==> src/rtl/lut_sweep_unit.sv <==
// Run-time reloadable N_IN-input truth table. Vectors are evaluated either from a
// valid/ready input stream or by an internal exhaustive sweep, through one registered output stage.
module lut_sweep_unit #(
  parameter int unsigned              N_IN       = 3,
  parameter logic [(1<<N_IN)-1:0]     DEFAULT_TT = 8'h31
) (
  input  logic            i_clk,
  input  logic            i_rst_n,
  input  logic            i_cfg_load,
  input  logic            i_cfg_bit,
  input  logic            i_cfg_bit_valid,
  input  logic            i_sweep_start,
  input  logic            i_in_valid,
  output logic            o_in_ready,
  input  logic [N_IN-1:0] i_in_vec,
  output logic            o_out_valid,
  input  logic            i_out_ready,
  output logic [N_IN-1:0] o_out_vec,
  output logic            o_out_y,
  output logic            o_out_last,
  output logic            o_busy,
  output logic            o_done,
  output logic [N_IN:0]   o_ones_count
);

  localparam int unsigned   N_ENT    = 1 << N_IN;
  localparam logic [N_IN:0] LAST_IDX = (N_IN+1)'(N_ENT - 1);
  localparam logic [N_IN:0] ONE      = {{N_IN{1'b0}}, 1'b1};

  localparam logic [1:0] S_IDLE      = 2'd0;
  localparam logic [1:0] S_LOAD      = 2'd1;
  localparam logic [1:0] S_SWEEP     = 2'd2;
  localparam logic [1:0] S_WAIT_LAST = 2'd3;

  logic [1:0]       r_state;
  logic [N_ENT-1:0] r_tt;
  logic [N_ENT-1:0] r_shadow;
  logic [N_IN:0]    r_cnt;
  logic [N_IN:0]    r_v;
  logic             r_out_valid;
  logic [N_IN-1:0]  r_out_vec;
  logic             r_out_y;
  logic             r_out_last;
  logic             r_done;
  logic [N_IN:0]    r_ones;

  logic             w_idle;
  logic             w_out_free;
  logic             w_in_ready;
  logic             w_sweep_y;
  logic [N_ENT-1:0] w_shadow_next;

  assign w_idle     = (r_state == S_IDLE);
  assign w_out_free = ~r_out_valid | i_out_ready;
  assign w_in_ready = w_idle & ~i_cfg_load & ~i_sweep_start & w_out_free;
  assign w_sweep_y  = r_tt[r_v[N_IN-1:0]];

  // Shadow image including the bit arriving this cycle, so the final bit commits atomically.
  always_comb begin
    w_shadow_next                    = r_shadow;
    w_shadow_next[r_cnt[N_IN-1:0]]   = i_cfg_bit;
  end

  // Control FSM, table storage and registered output stage.
  always_ff @(posedge i_clk) begin
    if (!i_rst_n) begin
      r_state     <= S_IDLE;
      r_tt        <= DEFAULT_TT;
      r_shadow    <= {N_ENT{1'b0}};
      r_cnt       <= {(N_IN+1){1'b0}};
      r_v         <= {(N_IN+1){1'b0}};
      r_out_valid <= 1'b0;
      r_out_vec   <= {N_IN{1'b0}};
      r_out_y     <= 1'b0;
      r_out_last  <= 1'b0;
      r_done      <= 1'b0;
      r_ones      <= {(N_IN+1){1'b0}};
    end else begin
      r_done <= 1'b0;
      if (i_out_ready) begin
        r_out_valid <= 1'b0;
      end
      case (r_state)
        S_IDLE: begin
          if (i_cfg_load) begin
            r_state  <= S_LOAD;
            r_cnt    <= {(N_IN+1){1'b0}};
            r_shadow <= {N_ENT{1'b0}};
          end else if (i_sweep_start) begin
            r_state <= S_SWEEP;
            r_v     <= {(N_IN+1){1'b0}};
            r_ones  <= {(N_IN+1){1'b0}};
          end else if (i_in_valid && w_in_ready) begin
            r_out_valid <= 1'b1;
            r_out_vec   <= i_in_vec;
            r_out_y     <= r_tt[i_in_vec];
            r_out_last  <= 1'b0;
          end
        end
        S_LOAD: begin
          if (i_cfg_load) begin
            r_cnt    <= {(N_IN+1){1'b0}};
            r_shadow <= {N_ENT{1'b0}};
          end else if (i_cfg_bit_valid) begin
            r_shadow <= w_shadow_next;
            r_cnt    <= r_cnt + ONE;
            if (r_cnt == LAST_IDX) begin
              r_tt    <= w_shadow_next;
              r_done  <= 1'b1;
              r_state <= S_IDLE;
            end
          end
        end
        S_SWEEP: begin
          if (w_out_free) begin
            r_out_valid <= 1'b1;
            r_out_vec   <= r_v[N_IN-1:0];
            r_out_y     <= w_sweep_y;
            r_out_last  <= (r_v == LAST_IDX);
            r_ones      <= r_ones + {{N_IN{1'b0}}, w_sweep_y};
            r_v         <= r_v + ONE;
            if (r_v == LAST_IDX) begin
              r_state <= S_WAIT_LAST;
            end
          end
        end
        S_WAIT_LAST: begin
          // Only the out_last beat can be pending here.
          if (r_out_valid && i_out_ready) begin
            r_done  <= 1'b1;
            r_state <= S_IDLE;
          end
        end
        default: begin
          r_state <= S_IDLE;
        end
      endcase
    end
  end

  assign o_in_ready   = w_in_ready;
  assign o_out_valid  = r_out_valid;
  assign o_out_vec    = r_out_vec;
  assign o_out_y      = r_out_y;
  assign o_out_last   = r_out_last;
  assign o_busy       = ~w_idle;
  assign o_done       = r_done;
  assign o_ones_count = r_ones;

endmodule

==> config.mk <==
export PLATFORM = sky130hd
export DESIGN_NAME = lut_sweep_unit
export DESIGN_NICKNAME = d
export VERILOG_FILES = /design/src/rtl/lut_sweep_unit.sv
export SDC_FILE = /design/constraint.sdc
export NUM_CORES = 1
export LEC_CHECK = 0
export BUFFER_PORTS_ARGS = -buffer_cell sky130_fd_sc_hd__buf_4
export CAP_MARGIN = 40
export CELL_PAD_IN_SITES_DETAIL_PLACEMENT = 1
export CELL_PAD_IN_SITES_GLOBAL_PLACEMENT = 1
export CORE_MARGIN = 3
export CORE_UTILIZATION = 35
export DETAILED_ROUTE_END_ITERATION = 10
export PLACE_DENSITY = 0.71
export RECOVER_POWER = 100
export SETUP_SLACK_MARGIN = 0.4
export SYNTH_ARGS = -nofsm -noshare
export SYNTH_HDL_FRONTEND = slang
export SYNTH_SLANG_ARGS = --single-unit
==> constraint.sdc <==
create_clock -name i_clk -period 2.02 [get_ports i_clk]
set_clock_uncertainty 0.05 [all_clocks]
set_input_delay 0.202 -clock i_clk [delete_from_list [all_inputs] [get_ports i_clk]]
set_output_delay 0.202 -clock i_clk [all_outputs]
set_load 0.01 [all_outputs]
Word-level counts from Yosys, hierarchy flattened --
Cells that the tools add are included.
Word-level totals: output and inout bits 13, bits in registers 37
Cells by class: mux-type cells 56, bitwise logic cells 8, add/subtract/negate cells 3, magnitude comparators 4, reductions and logical operators 11, eq/ne operators 18
Operators with widths (count):
- $mux W4 | 7
- $mux W8 | 3
- $pmux W4 S2 | 3
- $mux W1 | 20
- $ne A2 B2 Y1 const B | 10
- $mux W2 | 8
- $pmux W8 S2 | 1
- $lt A3 B4 Y1 const B | 3
- $mux W3 | 4
- $add A4 B1 Y4 const B | 2
- $bwmux W8 | 1
- $eq A4 B3 Y1 const B | 2
- $pmux W1 S2 | 4
- $pmux W2 S4 | 1
- $reduce_and A4 Y1 | 2
- $reduce_and A7 Y1 | 1
- $bmux W1 S3 | 2
- $ne A3 B3 Y1 const B | 2
- $pmux W3 S2 | 1
- $reduce_and A5 Y1 | 1
- $add A4 B1 Y4 | 1
- $eq A2 B2 Y1 const B | 2
- $not A1 Y1 | 4
- $reduce_bool A2 Y1 | 2
- other kinds (9) | 13

Depth between registers and ports, before layout --
word-level depth 9, mapped depth 7, gate-level depth less buffers 7

Worst setup path before layout --
Ideal clock, no wire load.
path type reg-to-reg, from reg r_v[0], to reg r_ones[1] (netlist: o_ones_count[1]), arrival 1877 ps, cell stages (with the launch flop) 7, buffers on the path 0, setup time 128 ps, data required time 1842 ps, slack -35 ps, period minus slack after synthesis 2055 ps, path through dfxtp_1 > mux4_2 > mux2_2 > ha_1 > ha_1 > a22oi_1 > nor2_1
Between the ends: longest elaborated chain between the ends 5
RTL lines:
- start, declared | RTL line 39 | logic [N_IN:0] r_v;
- start signal, assigned | RTL line 71 | r_v <= {(N_IN+1){1'b0}};
- start signal, assigned | RTL line 91 | r_v <= {(N_IN+1){1'b0}};
- start signal, assigned | RTL line 121 | r_v <= r_v + ONE;
- $bmux W1 S3 | RTL line 56 | assign w_sweep_y = r_tt[r_v[N_IN-1:0]];
- $mux W1 (not written as such) | RTL line 56
- $add A4 B1 Y4 | RTL line 120 | r_ones <= r_ones + {{N_IN{1'b0}}, w_sweep_y};
- $mux W4 | RTL line 115 | if (w_out_free) begin
- $pmux W4 S2 | RTL line 83 | case (r_state)
- end signal, assigned | RTL line 77 | r_ones <= {(N_IN+1){1'b0}};
- end signal, assigned | RTL line 92 | r_ones <= {(N_IN+1){1'b0}};
- end signal, assigned | RTL line 120
- end, declared | RTL line 45 | logic [N_IN:0] r_ones;
Every way passes these cells. The select of a mux whose other input is x is not followed. A chain may end at the register's enable or synchronous reset.

Worst setup path after layout --
Same ends and word-level chain as after synthesis.

==> qor.yml <==
power_density_nw_per_um2: 849
status: "completed"
maxSlewHeadroom_pct: 48.1
synth_fa_ha_area_share_pct: 2.62
grt_max_degree: 23
route.detailed.vias_per_inst: 5.22
starting_density_of_the_core_pct: 36.7
ir_drop_mv: 0.371
netlist_instances: 219
grt_antenna_before_repair: 0
data_arrival_time_of_the_worst_path_ns: 2.00
worstMarginPinSlew_ns: 0.779
cts_made_buffers: 5
hold_viol: 0
die_w_um: 79.9
area_fraction_in_compound_gates_after_synthesis_pct: 14.4
ant_nets: 0
synth_sequential_area_ratio_pct: 38.8
drv.max_cap_violation_count: 0
yosys.cell_types.count: 47
drt_first_pass_iters: 4
row_count: 26
cts-root-to-sink-buffers: 2
num-nets-final: 264
die_boundary_height_um: 79.9
postSynthRegisterBits: 37
synth.net_count: 234
syn-cell-area_um2: 1910
floorplan.core_area_um2: 5200
critical_path.most_common_cell: "sky130_fd_sc_hd__ha_4"
yosysWarnings: 0
antenna_diode_count: 0
postSynthAreaPerCell_um2: 8.72
clock_tree.htree_level_count: 2
power.internal_uw: 1290
fmaxAchievable_mhz: 531
cts-root-buf: "sky130_fd_sc_hd__clkbuf_8"
post_drt_wl_per_cell_um: 14.5
worst_setup_path_end_kind: "flop"
globalRouteTotalUtil_pct: 15.5
wire_length_of_the_first_global_routing_pass_um: 7850
report.final.slew_viol_count: 0
tritoncts: "yes"
area.growth.synth_to_final_pct: 19.4
drc: 0
clock-sinks: 37
gpl.final_weighted_congestion: 0.795
synth_top_family_by_area: "simple AND/OR/NAND/NOR gates"
final_min_period_over_clock_period_pct: 93.2
finalCoreUtilization_pct: 43.8
worst-path-max-fanout: 3
setup-tns-final_ns: 0
holdCritPathClass: "primary input to flop"
postSynth.asyncResetShare_pct: 0
final_period_minus_worst_setup_slack_ns: 1.88
criticalPathCategory: "flop to flop"
synthXorXnorAreaFrac_pct: 2.29
share_clk_of_total_power_pct: 25.9
crit_path_cell_chain: "mux4_2 -> mux2_4 -> ha_4 -> ha_4 -> a22oi_2 -> nor2_1"
combPwrFrac_pct: 29.8
design.die.area_um2: 6380
rsz_0062_raised_after_global_routing: "yes"
synth_enable_flop_cells: 0
yosys-mux-area-fraction_pct: 9.83
clk_transition_reported_paths_ns: 0.08
routed-via-count: 1669
io_pins: 24
cellLeakagePower_uw: 0.000862
wirelength_um: 4640
crit_path_top_delay_cell: "sky130_fd_sc_hd__mux4_2"
cpPeakStageDelay_ns: 0.49
flip_flop_cell_with_the_highest_count_after_synthesis: "sky130_fd_sc_hd__dfxtp_1"
grt_overflow_total: 0
setup_violation_total_in_the_final_timing_report: 0
seq_power_share_pct: 44.4
count_of_routing_violations_after_the_opening_detailed_route_iteration: 47
power.switching_uw: 641
crit_path_start_kind: "flop"
synth-simple-area-share_pct: 26.7
post-dp-hpwl_um: 3200
switching_share_pct: 33.1
port_buffers: 23
clk_latency_ns: 0.29
post_route_cells_drive_above_1_share_pct: 22.0
crit_required_ns: 2.14
grt_pass1_vias: 1619
cell families after synthesis:
kind of cell | after synthesis
compound gates | 42
xor+xnor | 5
fa+ha+maj | 4
buf+inv | 16
flops | 37
mux | 16
simple gates | 99
per-stage QoR:
stage	power, uW	hold WS [ns]	std cells	instance area [um^2]	worst slack, ns
detailed placement	1410	0.425	302	2140	0.0719
floorplan	1250	0.314	219	1940	0.133
CTS	1990	0.119	314	2290	0.119
finish	1940	0.123	320	2280	0.137
global placement	1400	0.414	302	2140	0.0949
global route	2070	0.132	320	2280	0.0212
layout make-up:
type / count / area, um^2
clock inverters: 2 / 10.0
well taps: 70 / 87.6
multi-input cells: 167 / 1130
clock buffers: 6 / 72.6
inverters: 1 / 3.75
flip-flops and latches: 37 / 748
repair buffers: 37 / 229
fillers: 643 / 2930
state kept, by name (all words and copies together), names as in the netlist:
signal and cells:
r_shadow 8, r_tt 8, o_ones_count 4, r_cnt 4
r_v 4, o_out_vec 3, r_state 2, o_done 1
o_out_last 1, o_out_valid 1, o_out_y 1
cells in the final DEF, fill, tap and decap left out, drive strengths merged, types with 5 or more instances in the layout:
cell	count
a211oi	5
nand2	19
a21oi	14
clkbuf	20
nor2	46
nand3b	5
nor3b	5
o21ai	7
mux2i	12
dfxtp	37
buf	23
per-layer routing:
| layer | global-route usage (%) | vias to the layer above | share of wire (%) |
|---|---|---|---|
| li1 | - | 833 | - |
| met1 | 19.8 | 813 | 47 |
| met2 | 26.4 | 19 | 49 |
| met3 | 3.27 | 4 | 3.5 |
| met4 | 4.56 | 0 | 0.90 |
| met5 | 0 | - | 0 |
Yosys cell counts, types with 2 or more instances:
cell type,n,area (um^2)
sky130_fd_sc_hd__nor2_1,43,161
sky130_fd_sc_hd__and2b_2,2,17.5
sky130_fd_sc_hd__a21oi_1,14,70.1
sky130_fd_sc_hd__clkbuf_1,8,30.0
sky130_fd_sc_hd__dfxtp_1,37,741
sky130_fd_sc_hd__nor3b_1,4,30.0
sky130_fd_sc_hd__o21ai_0,6,30.0
sky130_fd_sc_hd__or3_1,2,12.5
sky130_fd_sc_hd__buf_6,3,33.8
sky130_fd_sc_hd__nand2_1,19,71.3
sky130_fd_sc_hd__nor2b_1,3,18.8
sky130_fd_sc_hd__or2_2,2,12.5
sky130_fd_sc_hd__a22oi_1,3,22.5
sky130_fd_sc_hd__ha_1,4,50.1
sky130_fd_sc_hd__nand3_1,2,10.0
sky130_fd_sc_hd__buf_4,2,15.0
sky130_fd_sc_hd__nand3b_1,5,37.5
sky130_fd_sc_hd__nor3_1,4,20.0
sky130_fd_sc_hd__mux2_2,2,22.5
sky130_fd_sc_hd__xor2_1,4,35.0
sky130_fd_sc_hd__a311oi_1,4,35.0
sky130_fd_sc_hd__mux2i_1,12,120
sky130_fd_sc_hd__a211oi_1,5,37.5
sky130_fd_sc_hd__nand4_1,3,18.8
sky130_fd_sc_hd__o211ai_1,3,22.5
sky130_fd_sc_hd__mux4_2,2,45.0
worst paths after layout:
| kind | startpoint | end | slack [ns] | cells after the start |
|---|---|---|---|---|
| worst max-delay path | r_v[0] | o_ones_count[1] | 0.14 | 6 |
| worst min-delay path | i_rst_n | r_tt[4] | 0.12 | 2 |
| worst max register to register | r_v[0] | o_ones_count[1] | 0.14 | 6 |
| worst min register to register | r_shadow[2] | r_shadow[2] | 0.43 | 2 |
power by group through the flow:
stage / Clock (uW) / Combinational (uW) / Sequential, uW
global route: 562 / 643 / 865
floorplan: 0 / 391 / 856
finish: 501 / 576 / 859
global placement: 0 / 523 / 878
detailed placement: 0 / 527 / 882
CTS: 531 / 591 / 863
what timing repair did:
action                     CTS  global route
gates resized for setup     12            10
pin swaps                    4             7
hold buffers                 0             0
gates cloned                 0             1
buffers inserted             4             5
setup endpoints to repair   19            19
worst max-delay path, delay by kind of cell, from the launching register on:
| kind | cells | cell delay [ns] |
|---|---|---|
| DFF | 1 | 0.37 |
| AOI/OAI and AO/OA | 1 | 0.14 |
| and+or+nand+nor | 1 | 0.06 |
| muxes | 2 | 0.78 |
| adders and majority gates | 2 | 0.37 |
Power figures use the tool's default switching activity.
